<file path="src/rtl/arbitro_comparador_pkg.sv">
// arbitro_comparador_pkg: shared operand width and FSM state encoding
package arbitro_comparador_pkg;
  localparam int W = 8;
  localparam logic [1:0] S_IDLE = 2'd0;
  localparam logic [1:0] S_CMP  = 2'd1;
  localparam logic [1:0] S_DONE = 2'd2;
endpackage

</file>
<file path="src/rtl/arbitro_comparador_nucleo.sv">
// comparador_nucleo: registered unsigned magnitude compare of two operands
module comparador_nucleo
  import arbitro_comparador_pkg::*;
(
  input  logic         clk,
  input  logic [W-1:0] i_a,
  input  logic [W-1:0] i_b,
  output logic         o_gt,
  output logic         o_lt
);
  always_ff @(posedge clk) begin
    o_gt <= i_a > i_b;
    o_lt <= i_a < i_b;
  end
endmodule

</file>
<file path="src/rtl/arbitro_comparador.sv">
// arbitro_comparador: round-robin arbiter sharing one registered comparator between two requesters
module arbitro_comparador
  import arbitro_comparador_pkg::*;
(
  input  logic         clk,
  input  logic         rst,
  input  logic         req0,
  input  logic [W-1:0] a0,
  input  logic [W-1:0] b0,
  input  logic         req1,
  input  logic [W-1:0] a1,
  input  logic [W-1:0] b1,
  output logic         gnt0,
  output logic         gnt1,
  output logic         valid0,
  output logic         valid1,
  output logic         gt,
  output logic         lt,
  output logic         busy
);
  logic [1:0]   r_state;
  logic         r_last;
  logic         r_owner;
  logic [W-1:0] r_a;
  logic [W-1:0] r_b;
  logic         w_cgt;
  logic         w_clt;
  logic         w_pick1;
  // r_last holds the most recent winner; requester 1 wins a tie only if 0 won last
  assign w_pick1 = req1 & (~req0 | ~r_last);
  assign busy    = r_state != S_IDLE;
  comparador_nucleo u_nucleo (
    .clk (clk),
    .i_a (r_a),
    .i_b (r_b),
    .o_gt(w_cgt),
    .o_lt(w_clt)
  );
  always_ff @(posedge clk) begin
    if (rst) begin
      r_state <= S_IDLE;
      r_last  <= 1'b1;
      r_owner <= 1'b0;
      gnt0    <= 1'b0;
      gnt1    <= 1'b0;
      valid0  <= 1'b0;
      valid1  <= 1'b0;
      gt      <= 1'b0;
      lt      <= 1'b0;
    end else begin
      gnt0   <= 1'b0;
      gnt1   <= 1'b0;
      valid0 <= 1'b0;
      valid1 <= 1'b0;
      case (r_state)
        S_IDLE: if (req0 | req1) begin
          r_a     <= w_pick1 ? a1 : a0;
          r_b     <= w_pick1 ? b1 : b0;
          r_owner <= w_pick1;
          r_last  <= w_pick1;
          gnt0    <= ~w_pick1;
          gnt1    <= w_pick1;
          r_state <= S_CMP;
        end
        S_CMP: r_state <= S_DONE;
        S_DONE: begin
          gt      <= w_cgt;
          lt      <= w_clt;
          valid0  <= ~r_owner;
          valid1  <= r_owner;
          r_state <= S_IDLE;
        end
        default: r_state <= S_IDLE;
      endcase
    end
  end
endmodule

</file>
<file path="config.mk">
export PLATFORM = sky130hd
export DESIGN_NAME = arbitro_comparador
export DESIGN_NICKNAME = d
export VERILOG_FILES = /design/src/rtl/arbitro_comparador_pkg.sv /design/src/rtl/arbitro_comparador_nucleo.sv /design/src/rtl/arbitro_comparador.sv
export SDC_FILE = /design/constraint.sdc
export NUM_CORES = 1
export LEC_CHECK = 0
export ABC_AREA = 0
export CORE_AREA = 5 5 65 67
export CTS_BUF_LIST = sky130_fd_sc_hd__clkbuf_4 sky130_fd_sc_hd__clkbuf_8 sky130_fd_sc_hd__clkbuf_16
export DETAILED_ROUTE_END_ITERATION = 6
export DIE_AREA = 0 0 70 72
export HOLD_SLACK_MARGIN = 0.06
export PLACE_DENSITY = 0.66
export REMOVE_ABC_BUFFERS = 1
export SLEW_MARGIN = 20
export SYNTH_ARGS = -nofsm -noshare
export SYNTH_HDL_FRONTEND = slang
export SYNTH_HIERARCHICAL = 1
export SYNTH_SLANG_ARGS = --single-unit
</file>
<file path="constraint.sdc">
create_clock -name clk -period 3.5 [get_ports clk]
set_input_delay 1.05 -clock clk [delete_from_list [all_inputs] [get_ports clk]]
set_output_delay 1.05 -clock clk [all_outputs]
set_load 0.02 [all_outputs]
</file>
## Word-level counts from Yosys, hierarchy flattened

Cells that the tools add are included.

| word-level totals | value |
|---|---|
| flip-flop bits (word level) | 28 |
| bits in latches | 0 |
| memory bits (writable) | 0 |
| bits in read-only memories | 0 |
| word-level logic and storage cells | 39 |
| memories | 0 |

| operators by class | value |
|---|---|
| add/sub/neg operators | 0 |
| multipliers | 0 |
| div/mod/pow operators | 0 |
| $lt $le $gt $ge | 2 |
| equality and inequality tests | 3 |
| shift-type cells | 0 |
| multiplexer cells | 4 |
| bitwise gates (word level) | 11 |
| reductions and logical operators | 6 |

Operators with widths:

| cell | number |
|---|---|
| two-way mux 8 bit | 2 |
| > comparator 8 bit | 1 |
| less-than comparator 8 bit | 1 |
| NOT 1 bit | 8 |
| case mux 2 bit (2 select lines) | 1 |
| AND reduction 3 bit | 1 |
| OR reduction 3 bit | 1 |
| == test 2 x 1 -> 1 bit, second input constant | 1 |
| == test 2 bit, second input constant | 1 |
| logical NOT 2 bit | 1 |
| two-way mux 2 bit | 1 |
| inequality test 2 bit, second input constant | 1 |
| OR 1 bit | 2 |
| AND reduction 2 bit | 1 |
| nonzero test 2 bit | 1 |
| OR reduction 2 bit | 1 |
| bitwise AND 1 bit | 1 |

## Longest topological paths before layout

| depth | value |
|---|---|
| depth in word-level cells | 4 |
| gate-level depth with buffers | 6 |

## By module

The synthesis kept the hierarchy.

Modules (own cells, without submodules):

| module | times used | cells each | area each (µm²) | seq. area each (µm²) |
|---|---|---|---|---|
| arbitro_comparador | 1 | 66 | 1067.3 | 680.7 |
| comparador_nucleo | 1 | 31 | 251.5 | 40.0 |

## Worst setup path after synthesis

OpenSTA, ideal clock, no wires.

| path | value |
|---|---|
| path kind | input to register |
| from | input rst |
| to | register r_a[0] (enable) |
| library setup time | 409 ps |
| arrival time | 2444 ps |
| setup slack | 647 ps |
| stages | 2 |
| buffers on the path | 1 |
| cells stage by stage | clkbuf_1 -> nor3_1 |

| on the way | value |
|---|---|
| word-level cells in the longest chain between the ends | 2 |

Ends and longest elaborated chain:

| what | RTL line | RTL |
|---|---|---|
| from (decl) | arbitro_comparador.sv:6 | `input logic rst,` |
| NOT 1 bit (no line) | n/a |  |
| AND reduction 3 bit (no line) | n/a |  |
| to (signal assigned) | arbitro_comparador.sv:57 | `r_a <= w_pick1 ? a1 : a0;` |
| to (decl) | arbitro_comparador.sv:24 | `logic [W-1:0] r_a;` |

Every way passes these cells.
A chain may end at the register's enable or synchronous reset.

## Worst setup path after layout

| path | value |
|---|---|
| from | register r_state[1] |
| to | output busy |

| on the way | value |
|---|---|
| word-level cells in the longest chain between the ends | 1 |

Ends and longest elaborated chain:

| what | RTL line | RTL |
|---|---|---|
| from (decl) | arbitro_comparador.sv:21 | `logic [1:0] r_state;` |
| from (signal assigned) | arbitro_comparador.sv:41 | `r_state <= S_IDLE;` |
| from (signal assigned) | arbitro_comparador.sv:63 | `r_state <= S_CMP;` |
| from (signal assigned) | arbitro_comparador.sv:65 | `S_CMP: r_state <= S_DONE;` |
| nonzero test 2 bit | arbitro_comparador.sv:31 | `assign busy = r_state != S_IDLE;` |
| to (decl) | arbitro_comparador.sv:19 | `output logic busy` |

Every way passes these cells.

==> metrics.md <==
| Metric | Value |
|---|---|
| Via count | `839` |
| Rows | `22` |
| Share of cells above drive strength 1 | `a little under a fifth` |
| Kind of critical path | `register to output port` |
| Most frequent cells in the layout | `clkdlybuf4s50_1 (42), edfxtp_1 (16), dfxtp_1 (12), inv_1 (10), mux2_4 (9)` |
| Largest net degree at the start of global routing | `19` |
| H-tree Lvls | `1` |
| CTS buffer count | `3` |
| Crit path from | `r_state[1]` |
| Die width | `about 70 microns` |
| Post-DP HPWL | `1801 microns` |
| Prevailing post-synth register cell | `edfxtp_1` |
| Final Hold Fails | `0` |
| Drt pass-1 iters | `3` |
| Setup TNS Final | `0 ns` |
| Port bufs | `42` |
| Clock skew | `between 0.01 and 0.015 ns` |
| Area Overhead vs Synth | `37.86%` |
| CP startpoint kind | `register` |
| CP max-delay cell | `clkdlybuf4s50_1` |
| First-pass GRT wire length | `about 3900 microns` |
| Num ports | `43` |
| Slew Limit Fails | `0` |
| Netlist Area Pre-Place | `1319 sq um` |
| #FFs+latches synth | `28` |
| DIE AREA | `5040 sq um` |
| Initial Util | `36.85%` |
| RSZ-0062 raised after global routing | `no` |
| Worst Tran Pin Value | `0.6762 ns` |
| Hold Startpoint | `r_owner` |
| Starting DRT DRC Count | `24` |
| WL per Instance | `11.63 microns` |
| Synthesized area per cell | `13.60 sq um` |
| Max FO, Critical Path | `6` |
| CP required | `2.45 ns` |
| Startpoint of the worst-slack reg-to-reg timing path | `r_last` |
| Final setup fails | `0` |
| Final worst path period share | `75.81%` |
| Number of global-route vias before repair | `between 900 and 1k` |
| Seq/Total Area, Yosys | `a little over half` |
| Final core utilization | `50.80%` |
| Setup bufs post-CTS | `0` |
| Root buffer cell | `clkbuf_4` |
| # resized after CTS | `0` |
| Core area | `3578 sq um` |
| Cells after Synth | `97` |
| Vias per inst | `4.439` |
| Slew HR | `54.81%` |
| Final worst path period need | `2.654 ns` |
| Crit path largest cell delay | `between 0.6 and 0.7 ns` |
| GRT Overall Usage | `9.580%` |
| Hold WC Path Type | `register to register` |
| Count of warnings emitted by yosys | `6` |
| Initial antenna violation count | `0` |
| Maximum vdd drop | `0.0001237 V` |
| Filler cells | `338` |
| Detailed Route WL | `2198 microns` |
| CP Capture Type | `output port` |
| Area leader, netlist | `edfxtp_1` |
| FFs w/ async S/R, synth | `0%` |
| Cts hold-fix bufs | `0` |
| CTS tree | `built` |
| Clk Latency, worst-skew pair | `between 0.3 and 0.4 ns` |
| Status | `completed` |
| LEAKAGE | `around 0.73 nW` |
| Power Density | `~370 nW/um^2` |
| Most area-consuming cells after synthesis | `edfxtp_1 (36%), dfxtp_1 (18%), mux2_4 (10%)` |
| Placer Congestion | `between 0.7 and 0.8` |
| Synth cell types | `29` |
| Max Cap Violations | `0` |
| Final net count | `186` |
| Clock Sinks | `28` |
| ANT nets after route | `0` |
| Number of enable flip-flop cells after synthesis | `16` |
| Commonest non-fill, non-tap cell in the layout | `clkdlybuf4s50_1` |
| Crit path cell chain | `or2_1 -> clkdlybuf4s50_1` |
| Inserted Diodes | `0` |
| DRC viols | `0` |
| Yosys top cell area share | `36.43%` |
| Die H | `72 microns` |
| Fmax | `376.9 MHz` |
| Clock slew at reported path FFs | `0.13 ns` |
| CP Data Arrival Time | `~1.6 ns` |
| Max clock buf depth | `2` |
| Total gr overflow | `0` |
[cells in the mapped netlist, types with 2 or more instances]
cell type and number:
a21oi_1 3, nor3b_1 2, ha_1 8, mux2i_1 2
mux2_2 7, nor3_1 3, nand4_1 2, inv_1 10
edfxtp_1 16, nand2_1 2, dfxtp_1 12, nor2_1 5
mux2_4 9
[registers in the layout (all words and copies together) (netlist names)]
register / cells
u_nucleo/o_lt: 1
u_nucleo/o_gt: 1
gt: 1
gnt1: 1
r_b: 8
r_state: 2
lt: 1
r_last: 1
valid0: 1
r_a: 8
r_owner: 1
gnt0: 1
valid1: 1
[power by group]
group | internal [mW] | switching, mW | leakage [nW]
sequential | 0.377 | 0.00895 | 0.249
clock | 0.0523 | 0.0894 | 0.0184
combinational | 0.0860 | 0.0542 | 0.461
[final timing paths]
kind / to / slack, ns / depth (start not counted)
hold / removal: valid0 / 0.46 / 1
setup reg to reg: r_a[4] / 1.93 / 2
hold reg to reg: valid0 / 0.46 / 1
setup / recovery: busy / 0.85 / 2
[cells by family after synthesis]
group / share of synthesized area (%)
flip-flops: 54.65
AND/OR/NAND/NOR: 8.729
AO/OA/AOI/OAI: 6.641
adder cells (fa/ha/maj): 7.590
buffers and inverters: 4.648
multiplexers: 17.74
[worst max-delay path, delay by kind of cell (launching register included)]
kind                   cells  cell delay (ns)
and+or+nand+nor            1             0.26
DFF                        1             0.38
buffers and inverters      1             0.65
[metrics by stage]
stage               setup slack, ns  std cells  total power [mW]  hold slack [ns]  area [sq um]
floorplan                    0.8534         94            0.4690           0.4123          1295
global placement             0.6673        185            0.5327           0.4406          1788
global route                 0.7319        189            0.7069           0.5068          1818
CTS                          0.8209        189            0.6792           0.4667          1818
detailed placement           0.6218        185            0.5363           0.4474          1788
finish                       0.8465        189            0.6677           0.4603          1818
[cell type report]
cell class / count / area (sq um) / area share (%)
sequential: 28 / 720.7 / 39.64
multi-input combinational: 56 / 541.8 / 29.80
timing repair buffer: 43 / 427.9 / 23.54
tap: 48 / 60.06 / 3.304
inverter: 10 / 37.54 / 2.065
clock buffer: 4 / 30.03 / 1.652
[layer usage]
layer | routed length [microns] | global-route usage (%) | part of all wire (%)
met1 | 910 | 9.922 | 41
met2 | 1107 | 18.89 | 50
met3 | 180 | 3.047 | 8.2
met4 | 0 | 1.915 | 0
met5 | 0 | 0 | 0
No activity file was read; power rests on OpenSTA's default activity.
